## config.mk

```make
export PLATFORM = sky130hd
export DESIGN_NAME = mem_port_arbiter
export DESIGN_NICKNAME = d
export VERILOG_FILES = /design/src/rtl/mem_port_arbiter.sv
export SDC_FILE = /design/constraint.sdc
export NUM_CORES = 1
export LEC_CHECK = 0
export ABC_AREA = 1
export CAP_MARGIN = 40
export CORE_AREA = 10 10 198 200
export DETAILED_ROUTE_END_ITERATION = 10
export DIE_AREA = 0 0 208 210
export PLACE_DENSITY = 0.69
export RECOVER_POWER = 25
export REMOVE_ABC_BUFFERS = 1
export SYNTH_ARGS = -nofsm -noshare
export SYNTH_HDL_FRONTEND = slang
export SYNTH_SLANG_ARGS = --single-unit
```

## constraint.sdc

```tcl
create_clock -name clk -period 3 [get_ports clk]
set_input_delay 0.3 -clock clk [delete_from_list [all_inputs] [get_ports clk]]
set_output_delay 0.3 -clock clk [all_outputs]
set_load 0.005 [all_outputs]
```

## src/rtl/mem_port_arbiter.sv

```systemverilog
// mem_port_arbiter
//   Shares one unified memory port between instruction fetch (IF) and the
//   load/store stage (DM). Only one transaction is in flight at a time; its
//   owner is recorded so the response goes back to the right requester.
//   DM wins contention unless IF has lost STARVE_MAX times in a row.
//   if_flush discards the response of an in-flight fetch.
//
// Ports
//   clk, rst_n                      clock, async active-low reset
//   if_req/if_addr                  fetch request (held until if_gnt)
//   if_flush                        drop the outstanding fetch response
//   if_gnt, if_rvalid, if_rdata     fetch grant pulse, response pulse, data
//   dm_req/dm_we/dm_addr/dm_wdata   load/store request (held until dm_gnt)
//   dm_gnt, dm_rvalid, dm_rdata     data grant pulse, response pulse, data
//   mem_req/mem_we/mem_addr/
//   mem_wdata                       memory request, held until mem_ready
//   mem_ready                       memory accepts the request this cycle
//   mem_rvalid/mem_rdata            memory read response
module mem_port_arbiter #(
  parameter int unsigned ADDR_W     = 64,
  parameter int unsigned DATA_W     = 64,
  parameter int unsigned STARVE_MAX = 4
) (
  input  logic              clk,
  input  logic              rst_n,
  input  logic              if_req,
  input  logic [ADDR_W-1:0] if_addr,
  input  logic              if_flush,
  output logic              if_gnt,
  output logic              if_rvalid,
  output logic [DATA_W-1:0] if_rdata,
  input  logic              dm_req,
  input  logic              dm_we,
  input  logic [ADDR_W-1:0] dm_addr,
  input  logic [DATA_W-1:0] dm_wdata,
  output logic              dm_gnt,
  output logic              dm_rvalid,
  output logic [DATA_W-1:0] dm_rdata,
  output logic              mem_req,
  output logic              mem_we,
  output logic [ADDR_W-1:0] mem_addr,
  output logic [DATA_W-1:0] mem_wdata,
  input  logic              mem_ready,
  input  logic              mem_rvalid,
  input  logic [DATA_W-1:0] mem_rdata
);

  localparam int unsigned SW = $clog2(STARVE_MAX + 1);
  localparam logic [SW-1:0] STREAK_MAX = SW'(STARVE_MAX);

  typedef enum logic [1:0] {
    IDLE,
    ISSUE,
    WAIT_RSP,
    RESP
  } state_e;

  state_e            state_q;
  logic [SW-1:0]     streak_q;
  logic              owner_if_q;
  logic              drop_q;
  logic              drop_d;
  logic              mem_req_q;
  logic              mem_we_q;
  logic [ADDR_W-1:0] mem_addr_q;
  logic [DATA_W-1:0] mem_wdata_q;
  logic              if_rvalid_q;
  logic [DATA_W-1:0] if_rdata_q;
  logic              dm_rvalid_q;
  logic [DATA_W-1:0] dm_rdata_q;

  logic idle;
  logic if_wins;
  logic if_gnt_w;
  logic dm_gnt_w;

  assign idle    = (state_q == IDLE);
  assign if_wins = if_req & (~dm_req | (streak_q == STREAK_MAX));
  // rst_n gating keeps the combinational grants at 0 while reset is held.
  assign if_gnt_w = rst_n & idle & if_wins;
  assign dm_gnt_w = rst_n & idle & dm_req & ~if_wins;

  // A flush in the grant cycle already belongs to the new fetch.
  assign drop_d = drop_q | (if_flush & ((~idle & owner_if_q) | if_gnt_w));

  always_ff @(posedge clk or negedge rst_n) begin
    if (!rst_n) begin
      state_q     <= IDLE;
      streak_q    <= '0;
      owner_if_q  <= 1'b0;
      drop_q      <= 1'b0;
      mem_req_q   <= 1'b0;
      mem_we_q    <= 1'b0;
      mem_addr_q  <= '0;
      mem_wdata_q <= '0;
      if_rvalid_q <= 1'b0;
      if_rdata_q  <= '0;
      dm_rvalid_q <= 1'b0;
      dm_rdata_q  <= '0;
    end else begin
      case (state_q)
        IDLE: begin
          if (if_gnt_w || dm_gnt_w) begin
            state_q     <= ISSUE;
            owner_if_q  <= if_gnt_w;
            drop_q      <= drop_d;
            mem_req_q   <= 1'b1;
            mem_we_q    <= dm_gnt_w & dm_we;
            mem_addr_q  <= if_gnt_w ? if_addr : dm_addr;
            mem_wdata_q <= if_gnt_w ? '0 : dm_wdata;
            if (if_gnt_w) begin
              streak_q <= '0;
            end else if (if_req) begin
              streak_q <= (streak_q == STREAK_MAX) ? streak_q : streak_q + 1'b1;
            end else begin
              streak_q <= '0;
            end
          end
        end
        ISSUE: begin
          drop_q <= drop_d;
          if (mem_ready) begin
            mem_req_q <= 1'b0;
            if (mem_we_q) begin
              state_q     <= RESP;
              dm_rvalid_q <= 1'b1;
              dm_rdata_q  <= '0;
            end else begin
              state_q <= WAIT_RSP;
            end
          end
        end
        WAIT_RSP: begin
          drop_q <= drop_d;
          if (mem_rvalid) begin
            state_q <= RESP;
            if (owner_if_q) begin
              // drop_d so a flush arriving with the data still suppresses it
              if (!drop_d) begin
                if_rvalid_q <= 1'b1;
                if_rdata_q  <= mem_rdata;
              end
            end else begin
              dm_rvalid_q <= 1'b1;
              dm_rdata_q  <= mem_rdata;
            end
          end
        end
        RESP: begin
          state_q     <= IDLE;
          if_rvalid_q <= 1'b0;
          dm_rvalid_q <= 1'b0;
          drop_q      <= 1'b0;
        end
        default: state_q <= IDLE;
      endcase
    end
  end

  assign if_gnt    = if_gnt_w;
  assign dm_gnt    = dm_gnt_w;
  assign if_rvalid = if_rvalid_q;
  assign if_rdata  = if_rdata_q;
  assign dm_rvalid = dm_rvalid_q;
  assign dm_rdata  = dm_rdata_q;
  assign mem_req   = mem_req_q;
  assign mem_we    = mem_we_q;
  assign mem_addr  = mem_addr_q;
  assign mem_wdata = mem_wdata_q;

endmodule

```

==> out/qor.txt, run 1 <==
Post-Syn Instances: 1219
Critical path required time: 2700 ps
FMAX: 367 MHz
First-pass GRT wire length: 67.4 mm
Largest net degree at the start of global routing: 67
R2R Path Start: state_q[0]
Nets: 1985
Clock skew: 7.79 ps
Worst min path class: input port to asynchronous set/reset pin
CTS tree: built
Global route total overflow: 0
Fin crit period: 2730 ps
Synth Register Bits: 267
Input/output buffers: 525
CP Class: flip-flop to output pin
Die area: 43700 sq um
Asr flop ratio synth: 1.00
WL met2: 22.8 mm
Synth Warn #: 0
Least-Margin Pin Slew: 1640 ps
Mapped cell area: 11000 sq um
CP Capture Type: output pin
Share of post-route cells with drive strength above 1: 0.0444
Sequential fraction of the synthesis area: 0.610
CTS max path bufs: 3
Endpoints failing setup: 0
Core Region: 35200 sq um
WL met3: 3.29 mm
FF-to-FF path depth: 9
GRT Total Usage: 0.195
Post-synth EDFFs: 0
Setup TNS: 0 ps
Status: finished with violations
Post-DRT Antenna Nets: 0
Worst-path fanout max: 7
Ports: 526
Die Y-Extent: 210 um
Clk Tree Root Cell: clkbuf_16
DR top layer: met5
VDD IR max: 698 uV
Avg Inst Size Synth: 8.99 sq um
WHS: 203 ps
Pwr Density: 962 nW/um^2
Slew HR: -0.0924
Initial Util: 0.311
FF-to-FF setup slack: 760 ps
Placer congestion estimate: 0.814
# rows: 69
Slew Viols, Final: 65
RSZ-0062 raised after global routing: no
Wirelength per Cell: 20.2 um
Fill cells: 3273
Synthesis-to-finish area growth: 59.5%
Max-Cap Viols: 1
Routed vias/inst: 4.71
Worst setup SP type: flip-flop
H-tree levels: 1
Primary FF master, synth: dfrtp_1
Total Wirelength: 44.5 mm
Sink Count: 267
Fin crit share: 0.909
Post-DP HPWL: 32.5 mm
P_leak: 7.91 nW
Failing checks: capacitance limit, slew limit
Synth unique cells: 25
First-pass iteration count of the detailed router: 5
Vias post-DR: 10400
Initial DRC Count: 594
CTS clock-pin slew for the worst setup and hold paths: 60 ps
Placed Area: 16600 sq um
Die width: 208 um
CTS buffer count: 29
Worst skew pair latency: 560 ps
DRC: 0
Number of global-route vias before repair: 10700
Initial antenna violation count: 6
Worst reg2reg path endpoint: mem_wdata[39]
Arr. time, crit path: 2430 ps
Final Hold Fails: 0
Fin area: 17500 sq um
M1 wire length: 16.6 mm
## cell type report
class | count | area [sq um] | area share
diodes | 5 | 12.5 | 0.000716
well taps | 461 | 577 | 0.0330
clock inverters | 9 | 72.6 | 0.00415
clock buffers | 40 | 807 | 0.0462
multi-input cells | 795 | 3560 | 0.204
repair buffers | 545 | 5480 | 0.314
inverters | 77 | 289 | 0.0165
flip-flops and latches | 267 | 6680 | 0.382
## registers in the layout (all words and copies together) (netlist names), 2 cells and up
name	count
dm_rdata	64
if_rdata	64
mem_addr	64
mem_wdata	64
state_q	2
streak_q	3
## synth_stat cells (18+ instances only)
cell | n | area, sq um
a21oi_1 | 33 | 165
buf_2 | 34 | 170
buf_4 | 18 | 135
clkbuf_1 | 19 | 71.3
dfrtp_1 | 267 | 6680
inv_1 | 72 | 270
nand2_1 | 368 | 1380
nand3_1 | 134 | 671
nor2_1 | 102 | 383
o21ai_0 | 74 | 370
o21ai_1 | 27 | 135
o22ai_1 | 35 | 219
## power by group
part / switching [mW] / total, mW / internal, mW
logic: 3.27 / 7.24 / 3.97
clock network: 1.48 / 3.43 / 1.94
registers: 0.897 / 6.15 / 5.25
## routing by layer
metal,track usage,vias up
li1,-,4897
met1,0.217,4988
met2,0.340,378
met3,0.0560,94
met4,0.0850,2
met5,0,-
## cell usage in the layout (no fill, tap or decap), types with 5 or more instances in the layout
cell type        instances
buf_12                   5
ha_1                     6
o21ai_1                 27
inv_2                    5
o21ai_0                 74
inv_1                   72
dfrtp_1                267
diode_2                  5
nor2_1                 102
o22ai_1                 35
clkbuf_16               29
clkinv_2                 7
clkdlybuf4s50_1        524
nand2_1                367
a21oi_1                 33
clkbuf_1                 9
buf_4                    9
nand2_2                  5
nand3_1                134
## kinds of logic after synthesis
family,after synthesis,share of synthesized area
buffers and inverters,157,0.0679
flip-flops,267,0.610
AND/OR/NAND/NOR,617,0.232
XOR/XNOR,1,0.000799
AO/OA/AOI/OAI,171,0.0828
adder cells (fa/ha/maj),6,0.00685
## critical path: stages (launching register included)
cell and delay, ps:
dfrtp_1 430, inv_1 110, ha_1 220, nand2_1 110
nor2_1 190, nand2_4 110, inv_2 110, clkdlybuf4s50_1 590
## per-stage QoR
step	setup WS (ps)	total power, mW	std cells	utilization
global placement	778	13.3	2141	0.470
detailed placement	751	13.6	2144	0.472
global route	110	17.9	2198	0.496
floorplan	-1680	8.51	1139	-
CTS	216	17.1	2194	0.497
finish	273	16.8	2199	0.496
## worst max path at each step
stage / start / end / slack [ps] / cells past startpoint
final: state_q[0] / dm_gnt / 270 / 7
after detailed placement: state_q[0] / if_rdata[40] / 750 / 11
after CTS: state_q[0] / dm_gnt / 220 / 7
after global placement: dm_req / mem_wdata[39] / 780 / 8
after floorplan: state_q[0] / if_rvalid / -1680 / 7
after global routing: state_q[0] / dm_gnt / 110 / 7
## repair_timing
| action | 4_1_cts | 5_1_grt |
|---|---|---|
| setup buffers | 0 | 0 |
| gates resized for setup | 0 | 0 |
| hold buffers | 1 | 0 |
| endpoints found under the hold margin | 42 | 0 |
Note: power is estimated with default switching activity, not from simulation.
==> run 2, diff against run 1 <==
==> constraint.sdc (replaced) <==
create_clock -name clk -period 3 [get_ports clk]
set_input_delay 0.3 -clock clk [delete_from_list [all_inputs] [get_ports clk]]
set_output_delay 0.3 -clock clk [all_outputs]
set_load 0.01 [all_outputs]
==> run 2 against run 1 <==
Compared with the run above:
- the flow still finishes with violations (capacitance limit, slew limit)
- utilization grew 0.23 points
- largest cell class unchanged
- fmax fell by 3.3%
- clock-buffer cell count rose by 9
- non-clock buffer count down 5
- sequential share of layout area is 0.18 points lower
- global-route usage down 0.22 points
- worst hold slack lost 18 ps
- routed wire length shrank 0.89%
- clock power up 5.8%
- combinational power grew 8.6%
- largest power group unchanged
- die area unchanged
- worst setup slack got worse by 93 ps
==> out/qor.txt, run 2 (synthesized netlist as in run 1, its figures left out) <==
Status: finished with violations
Failing checks: capacitance limit, slew limit
Slew Viols, Final: 233 (+260%)
WL met2: 23.1 mm (+1.3%)
Sw frac: 0.353 (+0.0172)
Combinational Power Share: 0.446 (+0.015)
Fin crit period: 2820 ps (+93.4 ps)
Initial DRC Count: 647 (+8.9%)
Nets: 1982 (-0.15%)
Critical path required time: 2700 ps (about the same)
Slowest CP cell: clkdlybuf4s50_1
GRT Total Usage: 0.192 (-0.00223)
Number of global-route vias before repair: 10500 (-2.0%)
Most frequent cells in the layout: clkdlybuf4s50_1 (524), nand2_1 (367), dfrtp_1 (267)
First-pass GRT wire length: 66.8 mm (-0.80%)
Post-DP HPWL: 31.9 mm (-1.8%)
WL met3: 3.50 mm (+6.5%)
P_leak: 7.94 nW (+0.36%)
Final Worst Setup Slack: 180 ps (-93.4 ps)
Input/output buffers: 525 (unchanged)
Share of total power in the clock network: 0.206 (+0.002)
DP Worst Slack: 613 ps (-137 ps)
Worst setup SP type: flip-flop
Pwr Density: 1000 nW/um^2 (+4.4%)
Placer congestion estimate: 0.846 (+3.8%)
Post-DRT Antenna Nets: 0 (unchanged)
Worst min path class: input port to asynchronous set/reset pin
CP peak stage delay: 580 ps (about the same)
CTS clock-pin slew for the worst setup and hold paths: 60 ps (about the same)
CTS max path bufs: 3 (unchanged)
Worst skew pair latency: 550 ps (about the same)
Endpoints failing setup: 0 (unchanged)
WHS: 185 ps (-17.9 ps)
DR top layer: met5
Initial antenna violation count: 9 (+3)
Die area: 43700 sq um (unchanged)
Total Wirelength: 44.1 mm (-0.89%)
Wirelength per Cell: 20.1 um (-0.89%)
Global route total overflow: 0 (unchanged)
Ports: 526 (unchanged)
Worst-path fanout max: 6 (-1)
Clock skew: 15.4 ps (+7.65 ps)
Largest net degree at the start of global routing: 172 (+160%)
Post-route core utilization: 0.499 (+0.00235)
Crit path cell chain: inv_1, ha_1, nand2_1, nor2_1, nand2_4, inv_2, clkdlybuf4s50_1
Die Y-Extent: 210 um (unchanged)
Share of post-route cells with drive strength above 1: 0.0422 (-0.00226)
Slew HR: -0.167 (-0.0748)
CP Class: flip-flop to output pin
Least-Margin Pin Slew: 1750 ps (+112 ps)
Placed Area: 16600 sq um (about the same)
VDD IR max: 604 uV (-14%)
H-tree levels: 1 (unchanged)
Sink Count: 267 (unchanged)
Arr. time, crit path: 2520 ps (+90 ps)
RSZ-0062 raised after global routing: no
CP Capture Type: output pin
FMAX: 355 MHz (-3.3%)
M1 wire length: 16.6 mm (-0.20%)
CTS tree: built
Vias post-DR: 10300 (-0.73%)
Worst Path Buf+Inv: 3 (unchanged)
First-pass iteration count of the detailed router: 7 (+2)
Routed vias/inst: 4.68 (-0.73%)
Die width: 208 um (unchanged)
Critical path's top delay family: buffers and inverters
CTS buffer count: 31 (+6.9%)
Initial Util: 0.311 (unchanged)
Max-Cap Viols: 2 (+1)
Pwr Total: 17.6 mW (+4.9%)
Sequential share of power: 0.348 (-0.018)
Psw: 6.23 mW (+10%)
Fin area: 17600 sq um (+0.47%)
# rows: 69 (unchanged)
Final Hold Fails: 0 (unchanged)
Synthesis-to-finish area growth: 60.3%
CTS resizes: 0 (unchanged)
Most common cell after layout, fill and taps aside: clkdlybuf4s50_1
Fin crit share: 0.940 (+0.0311)
Clk Tree Root Cell: clkbuf_16
Core Region: 35200 sq um (unchanged)
DRC: 0 (unchanged)
Cell internal power dissipation: 11.4 mW (+2.2%)
==> run 2: cell count changes in the layout (fill, tap and decap cells not counted), sizes merged <==
cell      before  now
buf           16   13
diode          5    7
clkbuf        44   51
inv           77   78
clkinvlp       1    0
clkinv         7    1
==> run 2: routing by layer <==
metal,global-route usage,vias to the layer above
met4,0.0595,2
met2,0.337,375
met1,0.223,4944
met3,0.0559,51
met5,0,-
li1,-,4911
==> run 2: through the flow <==
stage	setup TNS, ps	std cells
floorplan	-131860	1139
global placement	0	2138
detailed placement	0	2139
CTS	0	2192
global route	0	2198
finish	0	2199
==> run 2: power by group through the flow <==
stage	clock [mW]	sequential [mW]	combinational, mW
finish	3.63	6.15	7.86
global placement	0	6.10	7.87
detailed placement	0	6.19	7.99
floorplan	0	6.88	2.23
global route	3.88	6.34	8.53
CTS	3.74	6.15	8.02
==> run 2: layout make-up <==
class	count	area [sq um]
clock inverters	3	43.8
flip-flops and latches	267	6680
well taps	461	577
inverters	77	289
diodes	7	17.5
multi-input cells	795	3560
clock buffers	49	923
repair buffers	540	5470
fillers	3268	17700
==> run 2: path summary, 6_finish.rpt <==
kind / from / to / slack [ps] / depth (start not counted)
worst max-delay path: state_q[0] / dm_gnt / 180 / 7
worst min-delay path: rst_n / dm_rdata[15] / 190 / 2
worst max register to register: state_q[0] / state_q[1] / 660 / 10
worst min register to register: if_rdata[19] / if_rdata[19] / 470 / 2
max in group asynchronous: rst_n / mem_addr[10] / 490 / 4
min in group clk: dm_wdata[49] / mem_wdata[49] / 290 / 3
==> run 2: what timing repair did <==
action,in CTS,in global routing
hold buffers,1,0
hold endpoints to repair,36,0
setup buffers,0,0
